$ cat src/rtl/mips_mc_ctrl_pkg.sv
// Shared encodings for the multicycle MIPS controller, ALU decoder and datapath.
// The same constants drive the datapath muxes and the ALU.
package mips_mc_ctrl_pkg;

   typedef enum logic [3:0] {
      S_FETCH  = 4'd0,
      S_DECODE = 4'd1,
      S_MEMADR = 4'd2,
      S_MEMRD  = 4'd3,
      S_MEMWB  = 4'd4,
      S_MEMWR  = 4'd5,
      S_EXEC   = 4'd6,
      S_ALUWB  = 4'd7,
      S_BRANCH = 4'd8,
      S_ADDIWB = 4'd9,
      S_JUMP   = 4'd10,
      S_ERR    = 4'd15
   } state_t;

   localparam logic [5:0] OP_RTYPE = 6'h00;
   localparam logic [5:0] OP_J     = 6'h02;
   localparam logic [5:0] OP_BEQ   = 6'h04;
   localparam logic [5:0] OP_ADDI  = 6'h08;
   localparam logic [5:0] OP_LW    = 6'h23;
   localparam logic [5:0] OP_SW    = 6'h2B;

   localparam logic [5:0] FN_ADD = 6'h20;
   localparam logic [5:0] FN_SUB = 6'h22;
   localparam logic [5:0] FN_AND = 6'h24;
   localparam logic [5:0] FN_OR  = 6'h25;
   localparam logic [5:0] FN_SLT = 6'h2A;

   localparam logic [2:0] ALU_ADD = 3'b010;
   localparam logic [2:0] ALU_SUB = 3'b110;
   localparam logic [2:0] ALU_AND = 3'b000;
   localparam logic [2:0] ALU_OR  = 3'b001;
   localparam logic [2:0] ALU_SLT = 3'b111;

   localparam logic [1:0] PC_ALU    = 2'b00;
   localparam logic [1:0] PC_ALUOUT = 2'b01;
   localparam logic [1:0] PC_JUMP   = 2'b10;

   localparam logic [1:0] SRCB_B     = 2'b00;
   localparam logic [1:0] SRCB_FOUR  = 2'b01;
   localparam logic [1:0] SRCB_IMM   = 2'b10;
   localparam logic [1:0] SRCB_IMMSH = 2'b11;

   // States that stall on mem_ready and are guarded by the wait counter.
   function automatic logic is_wait_state(state_t s);
      return (s == S_FETCH) || (s == S_MEMRD) || (s == S_MEMWR);
   endfunction

endpackage

$ cat src/rtl/mips_mc_ctrl_if.sv
// Controller <-> datapath/memory bundle. master = controller, slave = datapath side.
interface mips_mc_ctrl_if;
   import mips_mc_ctrl_pkg::*;

   logic [5:0] opcode;
   logic [5:0] funct;
   logic       zero;
   logic       mem_ready;

   logic       pc_we, iord, mem_rd, mem_wr, ir_we;
   logic       reg_dst, mem_to_reg, reg_we, alu_src_a, fault;
   logic [1:0] pc_src;
   logic [1:0] alu_src_b;
   logic [2:0] alu_ctrl;
   logic [3:0] state;

   modport master (
      input  opcode, funct, zero, mem_ready,
      output pc_we, iord, mem_rd, mem_wr, ir_we, reg_dst, mem_to_reg, reg_we,
             alu_src_a, fault, pc_src, alu_src_b, alu_ctrl, state
   );

   modport slave (
      output opcode, funct, zero, mem_ready,
      input  pc_we, iord, mem_rd, mem_wr, ir_we, reg_dst, mem_to_reg, reg_we,
             alu_src_a, fault, pc_src, alu_src_b, alu_ctrl, state
   );
endinterface

$ cat src/rtl/mips_mc_ctrl_alu_dec.sv
// R-type funct -> ALU operation. Unknown functs report illegal and yield code 000.
module mips_alu_dec
   import mips_mc_ctrl_pkg::*;
(
   input  logic [5:0] i_funct,
   output logic [2:0] o_alu_ctrl,
   output logic       o_legal
);
   always_comb begin
      o_alu_ctrl = ALU_AND;
      o_legal    = 1'b1;
      case (i_funct)
         FN_ADD:  o_alu_ctrl = ALU_ADD;
         FN_SUB:  o_alu_ctrl = ALU_SUB;
         FN_AND:  o_alu_ctrl = ALU_AND;
         FN_OR:   o_alu_ctrl = ALU_OR;
         FN_SLT:  o_alu_ctrl = ALU_SLT;
         default: o_legal    = 1'b0;
      endcase
   end
endmodule

$ cat src/rtl/mips_mc_ctrl.sv
// Multicycle MIPS control FSM (Moore) with memory-wait timeout and sticky fault state.
module mips_mc_ctrl
   import mips_mc_ctrl_pkg::*;
#(
   parameter int TIMEOUT = 16
) (
   input  logic          clk,
   input  logic          rst_n,
   mips_mc_ctrl_if.master bus
);
   localparam int CW = $clog2(TIMEOUT + 1);

   state_t          r_state;
   state_t          w_next;
   logic [CW-1:0]   r_wait_cnt;
   logic            w_wait_expired;
   logic [2:0]      w_fn_alu;
   logic            w_fn_legal;

   mips_alu_dec u_alu_dec (
      .i_funct    (bus.funct),
      .o_alu_ctrl (w_fn_alu),
      .o_legal    (w_fn_legal)
   );

   assign w_wait_expired = (r_wait_cnt == CW'(TIMEOUT - 1));
   assign bus.state      = r_state;

   always_ff @(posedge clk or negedge rst_n) begin
      if (!rst_n) r_state <= S_FETCH;
      else        r_state <= w_next;
   end

   // Any state change (including entry to a wait state) or a ready pulse restarts the count.
   always_ff @(posedge clk or negedge rst_n) begin
      if (!rst_n)
         r_wait_cnt <= '0;
      else if ((w_next != r_state) || bus.mem_ready)
         r_wait_cnt <= '0;
      else if (is_wait_state(r_state))
         r_wait_cnt <= r_wait_cnt + 1'b1;
   end

   always_comb begin
      w_next = r_state;
      case (r_state)
         S_FETCH, S_MEMRD, S_MEMWR: begin
            if (bus.mem_ready) begin
               case (r_state)
                  S_FETCH: w_next = S_DECODE;
                  S_MEMRD: w_next = S_MEMWB;
                  default: w_next = S_FETCH;
               endcase
            end else if (w_wait_expired) begin
               w_next = S_ERR;
            end
         end
         S_DECODE: begin
            case (bus.opcode)
               OP_LW, OP_SW, OP_ADDI: w_next = S_MEMADR;
               OP_RTYPE:              w_next = S_EXEC;
               OP_BEQ:                w_next = S_BRANCH;
               OP_J:                  w_next = S_JUMP;
               default:               w_next = S_ERR;
            endcase
         end
         S_MEMADR: begin
            case (bus.opcode)
               OP_LW:   w_next = S_MEMRD;
               OP_SW:   w_next = S_MEMWR;
               OP_ADDI: w_next = S_ADDIWB;
               default: w_next = S_ERR;
            endcase
         end
         S_EXEC:   w_next = w_fn_legal ? S_ALUWB : S_ERR;
         S_MEMWB, S_ALUWB, S_ADDIWB, S_BRANCH, S_JUMP: w_next = S_FETCH;
         S_ERR:    w_next = S_ERR;
         default:  w_next = S_ERR;
      endcase
   end

   always_comb begin
      bus.pc_we      = 1'b0;
      bus.iord       = 1'b0;
      bus.mem_rd     = 1'b0;
      bus.mem_wr     = 1'b0;
      bus.ir_we      = 1'b0;
      bus.reg_dst    = 1'b0;
      bus.mem_to_reg = 1'b0;
      bus.reg_we     = 1'b0;
      bus.alu_src_a  = 1'b0;
      bus.fault      = 1'b0;
      bus.pc_src     = PC_ALU;
      bus.alu_src_b  = SRCB_B;
      bus.alu_ctrl   = ALU_AND;
      case (r_state)
         S_FETCH: begin
            // rst_n gate keeps PC/IR frozen while reset is held.
            bus.mem_rd    = 1'b1;
            bus.alu_src_b = SRCB_FOUR;
            bus.alu_ctrl  = ALU_ADD;
            bus.pc_we     = bus.mem_ready & rst_n;
            bus.ir_we     = bus.mem_ready & rst_n;
         end
         S_DECODE: begin
            bus.alu_src_b = SRCB_IMMSH;
            bus.alu_ctrl  = ALU_ADD;
         end
         S_MEMADR: begin
            bus.alu_src_a = 1'b1;
            bus.alu_src_b = SRCB_IMM;
            bus.alu_ctrl  = ALU_ADD;
         end
         S_MEMRD: begin
            bus.mem_rd = 1'b1;
            bus.iord   = 1'b1;
         end
         S_MEMWB: begin
            bus.reg_we     = 1'b1;
            bus.mem_to_reg = 1'b1;
         end
         S_MEMWR: begin
            bus.mem_wr = 1'b1;
            bus.iord   = 1'b1;
         end
         S_EXEC: begin
            bus.alu_src_a = 1'b1;
            bus.alu_ctrl  = w_fn_alu;
         end
         S_ALUWB: begin
            bus.reg_we  = 1'b1;
            bus.reg_dst = 1'b1;
         end
         S_ADDIWB: bus.reg_we = 1'b1;
         S_BRANCH: begin
            bus.alu_src_a = 1'b1;
            bus.alu_ctrl  = ALU_SUB;
            bus.pc_src    = PC_ALUOUT;
            bus.pc_we     = bus.zero;
         end
         S_JUMP: begin
            bus.pc_src = PC_JUMP;
            bus.pc_we  = 1'b1;
         end
         S_ERR:   bus.fault = 1'b1;
         default: bus.fault = 1'b1;
      endcase
   end

endmodule

$ cat src/flat_wrapper.sv
// flat-port wrapper written by rule: the top's interface ports become plain ports
module mips_mc_ctrl_flat import mips_mc_ctrl_pkg::*;
#(
   parameter int TIMEOUT = 16
)
  (clk, rst_n, bus_opcode, bus_funct, bus_zero, bus_mem_ready, bus_pc_we, bus_iord, bus_mem_rd, bus_mem_wr, bus_ir_we, bus_reg_dst, bus_mem_to_reg, bus_reg_we, bus_alu_src_a, bus_fault, bus_pc_src, bus_alu_src_b, bus_alu_ctrl, bus_state);
  mips_mc_ctrl_if bus_i ();
  input  logic clk;
  input  logic rst_n;
  input wire logic [$bits(bus_i.opcode)-1:0] bus_opcode;
  input wire logic [$bits(bus_i.funct)-1:0] bus_funct;
  input wire logic [$bits(bus_i.zero)-1:0] bus_zero;
  input wire logic [$bits(bus_i.mem_ready)-1:0] bus_mem_ready;
  output wire logic [$bits(bus_i.pc_we)-1:0] bus_pc_we;
  output wire logic [$bits(bus_i.iord)-1:0] bus_iord;
  output wire logic [$bits(bus_i.mem_rd)-1:0] bus_mem_rd;
  output wire logic [$bits(bus_i.mem_wr)-1:0] bus_mem_wr;
  output wire logic [$bits(bus_i.ir_we)-1:0] bus_ir_we;
  output wire logic [$bits(bus_i.reg_dst)-1:0] bus_reg_dst;
  output wire logic [$bits(bus_i.mem_to_reg)-1:0] bus_mem_to_reg;
  output wire logic [$bits(bus_i.reg_we)-1:0] bus_reg_we;
  output wire logic [$bits(bus_i.alu_src_a)-1:0] bus_alu_src_a;
  output wire logic [$bits(bus_i.fault)-1:0] bus_fault;
  output wire logic [$bits(bus_i.pc_src)-1:0] bus_pc_src;
  output wire logic [$bits(bus_i.alu_src_b)-1:0] bus_alu_src_b;
  output wire logic [$bits(bus_i.alu_ctrl)-1:0] bus_alu_ctrl;
  output wire logic [$bits(bus_i.state)-1:0] bus_state;
  assign bus_i.opcode = bus_opcode;
  assign bus_i.funct = bus_funct;
  assign bus_i.zero = bus_zero;
  assign bus_i.mem_ready = bus_mem_ready;
  assign bus_pc_we = bus_i.pc_we;
  assign bus_iord = bus_i.iord;
  assign bus_mem_rd = bus_i.mem_rd;
  assign bus_mem_wr = bus_i.mem_wr;
  assign bus_ir_we = bus_i.ir_we;
  assign bus_reg_dst = bus_i.reg_dst;
  assign bus_mem_to_reg = bus_i.mem_to_reg;
  assign bus_reg_we = bus_i.reg_we;
  assign bus_alu_src_a = bus_i.alu_src_a;
  assign bus_fault = bus_i.fault;
  assign bus_pc_src = bus_i.pc_src;
  assign bus_alu_src_b = bus_i.alu_src_b;
  assign bus_alu_ctrl = bus_i.alu_ctrl;
  assign bus_state = bus_i.state;
  mips_mc_ctrl #(.TIMEOUT(TIMEOUT)) u_core (.clk(clk), .rst_n(rst_n), .bus(bus_i));
endmodule
$ cat config.mk
export PLATFORM = sky130hd
export DESIGN_NAME = mips_mc_ctrl_flat
export DESIGN_NICKNAME = d
export VERILOG_FILES = /design/src/rtl/mips_mc_ctrl_pkg.sv /design/src/rtl/mips_mc_ctrl_if.sv /design/src/rtl/mips_mc_ctrl_alu_dec.sv /design/src/rtl/mips_mc_ctrl.sv /design/src/flat_wrapper.sv
export SDC_FILE = /design/constraint.sdc
export NUM_CORES = 1
export LEC_CHECK = 0
export BUFFER_PORTS_ARGS = -buffer_cell sky130_fd_sc_hd__buf_2
export CORE_ASPECT_RATIO = 1.1
export CORE_MARGIN = 2
export CORE_UTILIZATION = 50
export DETAILED_ROUTE_END_ITERATION = 7
export GPL_TIMING_DRIVEN = 1
export PLACE_DENSITY = 0.79
export SYNTH_ARGS = -nofsm -noshare
export SYNTH_HDL_FRONTEND = slang
export SYNTH_SLANG_ARGS = --single-unit
$ cat constraint.sdc
create_clock -name clk -period 2.27 [get_ports clk]
set_input_delay 0.454 -clock clk [delete_from_list [all_inputs] [get_ports clk]]
set_output_delay 0.454 -clock clk [all_outputs]
set_load 0.1 [all_outputs]
==> run summary, run 1 <==
Status: completed
Reg2Reg Depth: 9
Total track usage: 0.265
Crit path kind: reg2out
CP cell instances: inv_2 > nand2_1 > nor3_2 > nand3_2 > o211ai_1 > buf_12
Vias: 1373
Layout Area Growth over Synthesis: 54.8%
Timing-limited maximum frequency: 455 MHz
Crit end category: primary output
Mapped Cells: 153
H-Tree Depth: 1
Placed cell count: 213
Hpwl dp: 2440 um
Synth Register Bits: 9
Clk Latency, worst-skew pair: 250 ps
Avg Cell Area, Syn: 7.48 um^2
Crit path max fanout: 5
Async S/R FF share, synth: 1.00
Hold Buf Count CTS: 0
Avg WL per Cell: 16.0 um
Max stage delay on crit path: 510 ps
Max-slew violations: 0
Diodes inserted: 0
RD Place Congestion: 0.845
IO buf count: 36
Routed WL: 3590 um
Dpl cell area: 1630 um^2
Synth area leader: dfrtp_1
CTS max path bufs: 2
Worst-path clk slew: 50 ps
WP data required: 1820 ps
Footprint of the multi-input gates: 1020 um^2
CTS tree: done
R2r endpoint: u_core.r_wait_cnt[0]
Slew HR: 0.677
Row count: 18
Iter 0 DRT Violations: 63
Hold Fails Final Rpt: 0
Total core area: 2210 um^2
Min-delay worst type: in2async
Net count after synthesis: 171
Synth cell types: 51
Mapped cell area: 1140 um^2
Ys flop type: dfrtp_1
Number of top-level pins: 37
Share of cells above drive strength 1: 0.487
Max Cap Viol: 0
First-pass DRT Iterations: 4
Die area: 2690 um^2
Final setup violation count: 0
Fin crit share: 0.968
Setup TNS Final: 0 ps
Post-Layout Cell Count: 225
Final instance area: 1770 um^2
Antenna violations before repair: 0
Setup crit start: u_core.bus.state[0]
Die H: 54.2 um
Crit path DAT: 1740 ps
FF-to-FF Start: u_core.r_wait_cnt[0]
# fillers: 150
R2R Setup Slk: 80 ps
CTS root buf: clkbuf_4
Skew final: 1.72 ps
Seq/Total Area, Yosys: 0.197
DR vias/cell: 6.10
Hold WS: 119 ps
Fin nets: 214
First-pass GRT wire length: 5490 um
Tmin final: 2200 ps
Total CTS buffers: 3
Measured slew at the worst slew-check pin: 488 ps
Slowest cell on the critical path: dfrtp_4
DRC: 0
Grt total ovfl: 0
Setup crit start kind: register
Yosys Warn Count: 0
Largest net degree at the start of global routing: 26
Initial Utilization: 0.519
Die Wd: 49.6 um
Top cells by area, synth: dfrtp_1 20%, nor2_1 6.2%, nand2b_1 6.0%
Area share of the largest cell type after synthesis: 0.197
Register Area: 240 um^2
Vias in the first global route: 1268
RSZ-0062 raised after global routing: true
Post-synth EDFFs: 0
Post-route ant nets: 0
# clock sinks: 9
## worst max-delay path: cells and delay by family, from the launching register on
kind	cells	cell delay, ps
AO/OA/AOI/OAI	1	180
buffers and inverters	2	310
flip-flops	1	510
AND/OR/NAND/NOR	3	500
## worst max path at each step
| stage | to | slack (ps) | depth (start not counted) |
|---|---|---|---|
| 4_1_cts | bus_alu_ctrl[1] | -20 | 5 |
| 5_1_grt | u_core.r_wait_cnt[4] | -30 | 9 |
| 3_5_place_dp | u_core.r_wait_cnt[0] | -8 | 8 |
| 6_report | bus_alu_ctrl[1] | 70 | 6 |
| 3_3_place_gp | u_core.r_wait_cnt[1] | 140 | 9 |
| 2_1_floorplan | bus_alu_ctrl[1] | -780 | 5 |
## repair_timing
action | in CTS | in global routing
setup buffers | 6 | 2
setup endpoints to repair | 7 | 6
pin swaps | 1 | 3
gates resized for setup | 4 | 7
## cell usage in the layout (no fill, tap or decap), types with 2 or more instances in the layout
cell	instances
a21oi_1	7
a31oi_1	2
and3_1	2
buf_12	10
buf_2	25
buf_4	11
clkbuf_4	4
dfrtp_1	5
dfrtp_4	4
ha_2	2
inv_1	5
mux2i_1	4
nand2_1	9
nand2b_1	9
nand2b_4	2
nand3_1	8
nand3b_1	2
nor2_1	12
nor2_2	2
nor2_4	5
nor3_1	6
nor3_2	2
nor4b_2	5
o21ai_0	8
o22ai_1	2
xor2_1	3
## registers in the layout, indices dropped and copies added, names as in the netlist
signal,count
u_core.bus.state,4
u_core.r_wait_cnt,5
## layout make-up
type	instances	share of cell area
clock buffer	4	0.0148
inverter	6	0.0127
tap	30	0.0212
timing repair buffer	48	0.241
multi-input combinational	128	0.575
sequential	9	0.136
## cells in the mapped netlist (all sizes together), types with 2 or more instances
| cell | number |
|---|---|
| a211o | 2 |
| a21oi | 9 |
| a31oi | 3 |
| and3 | 2 |
| buf | 8 |
| clkbuf | 2 |
| dfrtp | 9 |
| ha | 2 |
| inv | 6 |
| mux2i | 5 |
| nand2 | 10 |
| nand2b | 11 |
| nand3 | 9 |
| nand3b | 2 |
| nor2 | 19 |
| nor2b | 2 |
| nor3 | 9 |
| nor4 | 2 |
| nor4b | 5 |
| o211ai | 2 |
| o21ai | 10 |
| o22ai | 2 |
| or2 | 3 |
| xor2 | 4 |
## routing by layer
metal / up-vias / part of all wire / track usage
met2: 73 / 0.51 / 0.476
li1: 645 / - / -
met5: - / 0 / 0
met3: 13 / 0.074 / 0.0667
met4: 0 / 0.018 / 0.0972
met1: 642 / 0.40 / 0.308
## per-stage QoR
| step | utilization | setup WS [ps] |
|---|---|---|
| finish | 0.803 | 72.6 |
| global route | 0.803 | -30.2 |
| CTS | 0.778 | -16.8 |
| detailed placement | 0.739 | -8.07 |
| global placement | 0.739 | 141 |
| floorplan | - | -776 |
## logic make-up after synthesis
group / synth area share
compound gates: 0.227
buf+inv: 0.0678
flops: 0.197
xor+xnor: 0.0372
simple gates: 0.387
mux: 0.0536
fa+ha+maj: 0.0306
Power of run 1 is left out: the tool's default activity adds up to more than one toggle a clock period on the data nets, which glitch-free logic cannot reach.
==> run 2: changes to the inputs <==
--- a/config.mk
+++ b/config.mk
@@ -8,10 +8,11 @@
 export BUFFER_PORTS_ARGS = -buffer_cell sky130_fd_sc_hd__buf_2
 export CORE_ASPECT_RATIO = 1.1
 export CORE_MARGIN = 2
-export CORE_UTILIZATION = 50
+export CORE_UTILIZATION = 45
 export DETAILED_ROUTE_END_ITERATION = 7
+export GPL_ROUTABILITY_DRIVEN = 0
 export GPL_TIMING_DRIVEN = 1
-export PLACE_DENSITY = 0.79
+export PLACE_DENSITY = 0.72
 export SYNTH_ARGS = -nofsm -noshare
 export SYNTH_HDL_FRONTEND = slang
 export SYNTH_SLANG_ARGS = --single-unit
==> run 2 against run 1 <==
Compared with the run above:
- routed wire length decreased by 6.2%
- sequential share of layout area decreased by 0.27 points
- via count down 4.5%
- clock-buffer cell count did not move
- final cell count rose by 1.8%
- worst setup slack worse by 28 ps
- utilization down 6.4 points
- register-to-register slack improved by 20 ps
==> run summary, run 2 (synthesized netlist as in run 1, its figures left out) <==
H-Tree Depth: 1 (unchanged)
Die Wd: 52.1 um (was 49.6 um)
Final Util: 0.738 (was 0.803)
Final instance area: 1810 um^2 (was 1770 um^2)
CTS max path bufs: 2 (unchanged)
Crit path kind: reg2out (unchanged)
Slew HR: 0.676 (was 0.677)
Tmin final: 2230 ps (was 2200 ps)
Fin crit share: 0.980 (was 0.968)
Reg2Reg Depth: 9 (unchanged)
Crit path DAT: 1770 ps (was 1740 ps)
Measured slew at the worst slew-check pin: 489 ps (was 488 ps)
Top reg by flops: u_core.r_wait_cnt (unchanged)
Vias: 1311 (was 1373)
Status: completed (unchanged)
First-pass GRT wire length: 5560 um (was 5490 um)
Dpl cell area: 1670 um^2 (was 1630 um^2)
Slowest cell on the critical path: dfrtp_4 (unchanged)
Crit end category: primary output (unchanged)
CTS tree: done (unchanged)
Max-slew violations: 0 (unchanged)
Iter 0 DRT Violations: 31 (was 63)
Setup crit start kind: register (unchanged)
Vias in the first global route: 1240 (was 1268)
Initial Utilization: 0.468 (was 0.519)
Placed cell count: 217 (was 213)
Fin nets: 217 (was 214)
Diodes inserted: 0 (unchanged)
Largest net degree at the start of global routing: 18 (was 26)
# clock sinks: 9 (unchanged)
Total core area: 2450 um^2 (was 2210 um^2)
Hold Fails Final Rpt: 0 (unchanged)
RSZ-0062 raised after global routing: true (unchanged)
Max stage delay on crit path: 510 ps (about the same)
Number of top-level pins: 37 (unchanged)
Cell family with most CP delay: buffers and inverters (was flip-flops)
First-pass DRT Iterations: 4 (unchanged)
Hpwl dp: 2540 um (was 2440 um)
DR vias/cell: 5.72 (was 6.10)
Crit path max fanout: 5 (unchanged)
Clk Latency, worst-skew pair: 260 ps (was 250 ps)
Share of cells above drive strength 1: 0.490 (was 0.487)
Commonest non-fill, non-tap cell in the layout: buf_2 (unchanged)
Post-Layout Cell Count: 229 (was 225)
R2R Setup Slk: 100 ps (was 80 ps)
Antenna violations before repair: 0 (unchanged)
DRC: 0 (unchanged)
Grt total ovfl: 0 (unchanged)
Commonest cells after routing, fill and taps aside: 25 x buf_2, 13 x buf_4, 11 x nor2_1 (was 25 x buf_2, 12 x nor2_1, 11 x buf_4)
Layout Area Growth over Synthesis: 57.9% (was 54.8%)
# fillers: 177 (was 150)
Max reg flops: 5 (unchanged)
Max Cap Viol: 0 (unchanged)
Total track usage: 0.244 (was 0.265)
Crit path depth: 5 (was 6)
CP cell instances: buf_6 > nor2_1 > nand3_1 > nor3_4 > buf_2 (was inv_2 > nand2_1 > nor3_2 > nand3_2 > o211ai_1 > buf_12)
Timing-limited maximum frequency: 449 MHz (was 455 MHz)
Die area: 2960 um^2 (was 2690 um^2)
Total CTS buffers: 3 (unchanged)
WP data required: 1820 ps (about the same)
CP bufs+invs: 2 (unchanged)
Post-route ant nets: 0 (unchanged)
Avg WL per Cell: 14.7 um (was 16.0 um)
Min-delay worst type: in2async (unchanged)
Worst setup endpoint: bus_ir_we (was bus_alu_ctrl[1])
CTS root buf: clkbuf_4 (unchanged)
Setup crit start: u_core.bus.state[0] (unchanged)
Row count: 19 (was 18)
R2r endpoint: u_core.r_wait_cnt[1] (was u_core.r_wait_cnt[0])
Final setup violation count: 0 (unchanged)
IO buf count: 36 (unchanged)
FF-to-FF Start: u_core.r_wait_cnt[0] (unchanged)
Worst-path clk slew: 60 ps (was 50 ps)
Routed WL: 3370 um (was 3590 um)
Die H: 56.9 um (was 54.2 um)
Skew final: 2.01 ps (was 1.72 ps)
[run 2: per-layer routing]
| layer | wire [um] | up-vias | global-route usage |
|---|---|---|---|
| li1 | - | 653 | - |
| met1 | 1460 | 615 | 0.308 |
| met2 | 1730 | 41 | 0.438 |
| met3 | 167 | 2 | 0.0452 |
| met4 | 8 | 0 | 0.0301 |
| met5 | 0 | - | 0 |
[run 2: area by class of cell]
cell class                      count  area (um^2)  share of cell area
Tap cell                           31         38.8              0.0215
Inverter                            6         22.5              0.0125
Sequential cell                     9          240               0.133
Multi-Input combinational cell    128         1010               0.558
Timing Repair Buffer               51          470               0.260
Clock buffer                        4         26.3              0.0145
[run 2: repair_timing]
item / 4_1_cts / 5_1_grt
setup buffers: 4 / 4
pin swaps: 2 / 7
hold buffers: 0 / 0
hold endpoints to repair: 0 / 0
resized for setup: 2 / 11
endpoints found under the setup margin: 3 / 8
[run 2: stage by stage]
stage | setup WS [ps] | setup TNS [ps] | hold WS, ps
floorplan | -776 | -3630 | 158
global placement | 170 | 0 | 383
detailed placement | 85.2 | 0 | 392
CTS | 15.9 | 0 | 111
global route | -21.7 | -44.4 | 118
finish | 44.9 | 0 | 109
[run 2: worst min path at each step]
| stage | startpoint | end | depth (start not counted) |
|---|---|---|---|
| detailed placement | rst_n | u_core.bus.state[3] | 2 |
| floorplan | rst_n | u_core.r_wait_cnt[0] | 0 |
| global placement | rst_n | u_core.bus.state[0] | 2 |
| global route | rst_n | u_core.bus.state[3] | 2 |
| CTS | rst_n | u_core.r_wait_cnt[3] | 2 |
| finish | rst_n | u_core.r_wait_cnt[0] | 2 |
Power of run 2 is left out for the same reason.
==> run 3: changes to the inputs <==
--- a/config.mk
+++ b/config.mk
@@ -5,14 +5,14 @@
 export SDC_FILE = /design/constraint.sdc
 export NUM_CORES = 1
 export LEC_CHECK = 0
-export BUFFER_PORTS_ARGS = -buffer_cell sky130_fd_sc_hd__buf_2
 export CORE_ASPECT_RATIO = 1.1
 export CORE_MARGIN = 2
 export CORE_UTILIZATION = 45
 export DETAILED_ROUTE_END_ITERATION = 7
+export DONT_BUFFER_PORTS = 1
 export GPL_ROUTABILITY_DRIVEN = 0
 export GPL_TIMING_DRIVEN = 1
-export PLACE_DENSITY = 0.72
 export SYNTH_ARGS = -nofsm -noshare
 export SYNTH_HDL_FRONTEND = slang
+export SYNTH_HIERARCHICAL = 1
 export SYNTH_SLANG_ARGS = --single-unit
==> constraint.sdc (replaced) <==
create_clock -name clk -period 2.27 [get_ports clk]
set_input_delay 0.1135 -clock clk [delete_from_list [all_inputs] [get_ports clk]]
set_output_delay 0.1135 -clock clk [all_outputs]
set_load 0.1 [all_outputs]
==> run 3 against run 2 <==
Compared with the run above:
- the flow now finishes with violations (setup timing)
- flip-flop and latch count stayed put
- routed wire length is 2.1% higher
- worst hold slack better by 26 ps
- first-iteration DRC count is 13% higher
- utilization is 0.25 points higher
- via count is 0.84% lower
- largest cell class unchanged
==> run summary, run 3 <==
Die area: 2860 um^2 (was 2960 um^2)
Max stage delay on crit path: 390 ps (was 510 ps)
Hpwl dp: 2490 um (was 2540 um)
Area share of and/or/nand/nor cells after synthesis: 0.367 (was 0.387)
Commonest cells after routing, fill and taps aside: 33 x buf_4, 14 x nor2_1, 8 x nor3_4 (was 25 x buf_2, 13 x buf_4, 11 x nor2_1)
Routed WL: 3440 um (was 3370 um)
RSZ-0062 raised after global routing: true (unchanged)
Timing-limited maximum frequency: 427 MHz (was 449 MHz)
Synth Register Bits: 9 (unchanged)
Synth top cells by count: 16 x nor2_1, 13 x nor3_1, 9 x dfrtp_1 (was 19 x nor2_1, 11 x nand2b_1)
Measured slew at the worst slew-check pin: 503 ps (was 489 ps)
Avg WL per Cell: 16.5 um (was 14.7 um)
Yosys Warn Count: 6 (was 0)
Ys flop type: dfrtp_1 (unchanged)
Net count after synthesis: 163 (was 171)
Clk Latency, worst-skew pair: 260 ps (about the same)
Max Cap Viol: 0 (unchanged)
Final setup violation count: 5 (was 0)
Row count: 18 (was 19)
Tot Pwr: 0.317 mW
Met3 usage: 0.0538 (was 0.0452)
Mapped cell area: 1100 um^2 (was 1140 um^2)
DRC: 0 (unchanged)
Synth Area in Adders: 0.0228 (was 0.0306)
Setup TNS Final: -163 ps (was 0 ps)
Max reg flops: 5 (unchanged)
Post-route ant nets: 0 (unchanged)
CTS tree: done (unchanged)
Dpl cell area: 1500 um^2 (was 1670 um^2)
Grt met2 use: 0.438 (about the same)
Share of cells above drive strength 1: 0.480 (was 0.490)
H-Tree Depth: 1 (unchanged)
Fin crit share: 1.03 (was 0.980)
Cell family with most CP delay: compound AO/OA/AOI/OAI gates (was buffers and inverters)
Slew HR: 0.662 (was 0.676)
Crit path DAT: 2500 ps (was 1770 ps)
Worst VDD drop: 431 uV
Final WS setup: -73.6 ps (was 44.9 ps)
Skew final: 1.44 ps (was 2.01 ps)
Area share of the largest cell type after synthesis: 0.205 (was 0.197)
Hold wc startpoint: bus_mem_ready
Cell with the most instances after synthesis: nor2_1 (unchanged)
Final instance area: 1690 um^2 (was 1810 um^2)
Failing checks: setup timing
Pre-CTS setup slack: -149 ps (was 85.2 ps)
First-pass GRT wire length: 5260 um (was 5560 um)
Min-delay worst type: in2reg (was in2async)
Crit path max fanout: 6 (was 5)
Worst hold endpoint: u_core/r_wait_cnt[4]
Setup crit start kind: register (unchanged)
Reg2Reg Depth: 10 (was 9)
Synth area leader: dfrtp_1 (unchanged)
Leakage: 0.693 nW
IO buf count: 0 (was 36)
Seq/Total Area, Yosys: 0.205 (was 0.197)
Largest net degree at the start of global routing: 20 (was 18)
Hold Fails Final Rpt: 0 (unchanged)
Synth Area in Compound Gates: 0.282 (was 0.227)
Slowest cell on the critical path: dfrtp_1 (was dfrtp_4)
First-pass DRT Iterations: 5 (was 4)
Crit path depth: 10 (was 5)
DR vias/cell: 6.22 (was 5.72)
Mux cell area share after synthesis: 0.0284 (was 0.0536)
Grt peak-use layer: met2 (unchanged)
Total track usage: 0.236 (was 0.244)
Tmin final: 2340 ps (was 2230 ps)
Layout Area Growth over Synthesis: 53.2% (was 57.9%)
Final Util: 0.741 (was 0.738)
Met1 Usage GRT: 0.265 (was 0.308)
Max-slew violations: 0 (unchanged)
Die Wd: 51.1 um (was 52.1 um)
Post-synth EDFFs: 0 (unchanged)
Worst-path clk slew: 60 ps (about the same)
Status: complete, but fails checks (was completed)
Avg Cell Area, Syn: 7.58 um^2 (was 7.48 um^2)
Antenna violations before repair: 0 (unchanged)
# clock sinks: 9 (unchanged)
Synth cell types: 54 (was 51)
WP data required: 2430 ps (was 1820 ps)
Fin nets: 198 (was 217)
Diodes inserted: 0 (unchanged)
Synth Area in XOR/XNOR: 0.0398 (was 0.0372)
Iter 0 DRT Violations: 35 (was 31)
Grt total ovfl: 0 (unchanged)
Vias: 1300 (was 1311)
CP cell instances: ha_2 > and3_4 > ha_4 > buf_6 > nor3b_4 > o21ai_2 > a211oi_2 > o32ai_2 > nand3_2 > a2111oi_4 (was buf_6 > nor2_1 > nand3_1 > nor3_4 > buf_2)
Total core area: 2270 um^2 (was 2450 um^2)
Crit end category: register (was primary output)
Async S/R FF share, synth: 1.00 (unchanged)
Top reg by flops: u_core/r_wait_cnt (was u_core.r_wait_cnt)
CTS root buf: clkbuf_4 (unchanged)
CTS max path bufs: 2 (unchanged)
Crit path kind: reg2reg (was reg2out)
Commonest non-fill, non-tap cell in the layout: buf_4 (was buf_2)
Number of top-level pins: 37 (unchanged)
# fillers: 166 (was 177)
FF-to-FF Start: u_core/r_wait_cnt[0] (was u_core.r_wait_cnt[0])
Vias in the first global route: 1233 (was 1240)
Total CTS buffers: 3 (unchanged)
PwrDens: 188 nW/um^2
CP bufs+invs: 1 (was 2)
Initial Utilization: 0.483 (was 0.468)
Largest family of logic cells by synthesized area: simple AND/OR/NAND/NOR gates (unchanged)
Mapped Cells: 145 (was 153)
Die H: 55.9 um (was 56.9 um)
R2r endpoint: u_core/r_wait_cnt[4] (was u_core.r_wait_cnt[1])
Hold depth: 3
R2R Setup Slk: -70 ps (was 100 ps)
Top cells by area, synth: dfrtp_1 20%, nor3_1 5.9%, nor2_1 5.5% (was dfrtp_1 20%, nor2_1 6.2%, nand2b_1 6.0%)
==> run 3: cell types whose count changed in the layout (fill, tap and decap cells not counted), moves of 4 or more <==
cell,delta
buf_2,-25
nand3_1,-4
nor2_4,-4
nor3_4,+6
buf_4,+20
buf_12,-8
nand2b_1,-4
nor4b_2,-4
==> run 3: worst max-delay path by stage <==
| stage | startpoint | to | slack [ps] |
|---|---|---|---|
| after floorplan | u_core/bus.state[3] | bus_pc_we | -190 |
| after global placement | u_core/r_wait_cnt[0] | u_core/r_wait_cnt[4] | -40 |
| after detailed placement | u_core/r_wait_cnt[0] | u_core/r_wait_cnt[4] | -150 |
| after CTS | u_core/r_wait_cnt[0] | u_core/r_wait_cnt[2] | -40 |
| after global routing | u_core/r_wait_cnt[0] | u_core/r_wait_cnt[4] | -150 |
| final | u_core/r_wait_cnt[0] | u_core/r_wait_cnt[4] | -70 |
==> run 3: routing by layer <==
metal | wire length, um | vias up
li1 | - | 618
met1 | 1350 | 623
met2 | 1780 | 51
met3 | 267 | 8
met4 | 42 | 0
met5 | 0 | -
==> run 3: final cells by class <==
| type | instances | area [um^2] | area share |
|---|---|---|---|
| multi-input cells | 121 | 1030 | 0.611 |
| repair buffers | 39 | 332 | 0.197 |
| flip-flops and latches | 9 | 238 | 0.141 |
| well taps | 30 | 37.5 | 0.0223 |
| clock buffers | 4 | 26.3 | 0.0156 |
| inverters | 6 | 22.5 | 0.0134 |
==> run 3: per-stage QoR <==
step | instances | hold WS, ps
finish | 209 | 135
global route | 209 | 126
CTS | 206 | 116
detailed placement | 198 | -182
global placement | 198 | -182
floorplan | 145 | -182
==> run 3: power by group <==
| group | total (mW) | switching, mW | internal, mW |
|---|---|---|---|
| logic | 0.0331 | 0.0176 | 0.0155 |
| registers | 0.160 | 0 | 0.160 |
| clock network | 0.124 | 0.0560 | 0.0678 |
| total | 0.317 | 0.0736 | 0.244 |
==> run 3: tightest hold or removal path, stage by stage <==
cell       delay [ps]
inv_1              40
nand3_2           130
a2111oi_4          70
==> run 3: logic make-up (layout without fill, tap and decap cells) <==
logic type,Yosys count,after routing
AND/OR/NAND/NOR,72,72
XOR/XNOR,5,5
multiplexers,3,3
adder cells (fa/ha/maj),2,2
buffers and inverters,15,49
AO/OA/AOI/OAI,39,39
flip-flops,9,9
==> run 3: what timing repair did <==
item | 4_1_cts | 5_1_grt
endpoints found under the hold margin | 9 | 0
pin swaps | 3 | 3
buffers inserted | 3 | 3
hold buffers | 1 | 0
setup endpoints to repair | 5 | 5
gates resized for setup | 8 | 14
Power figures use the tool's default switching activity.
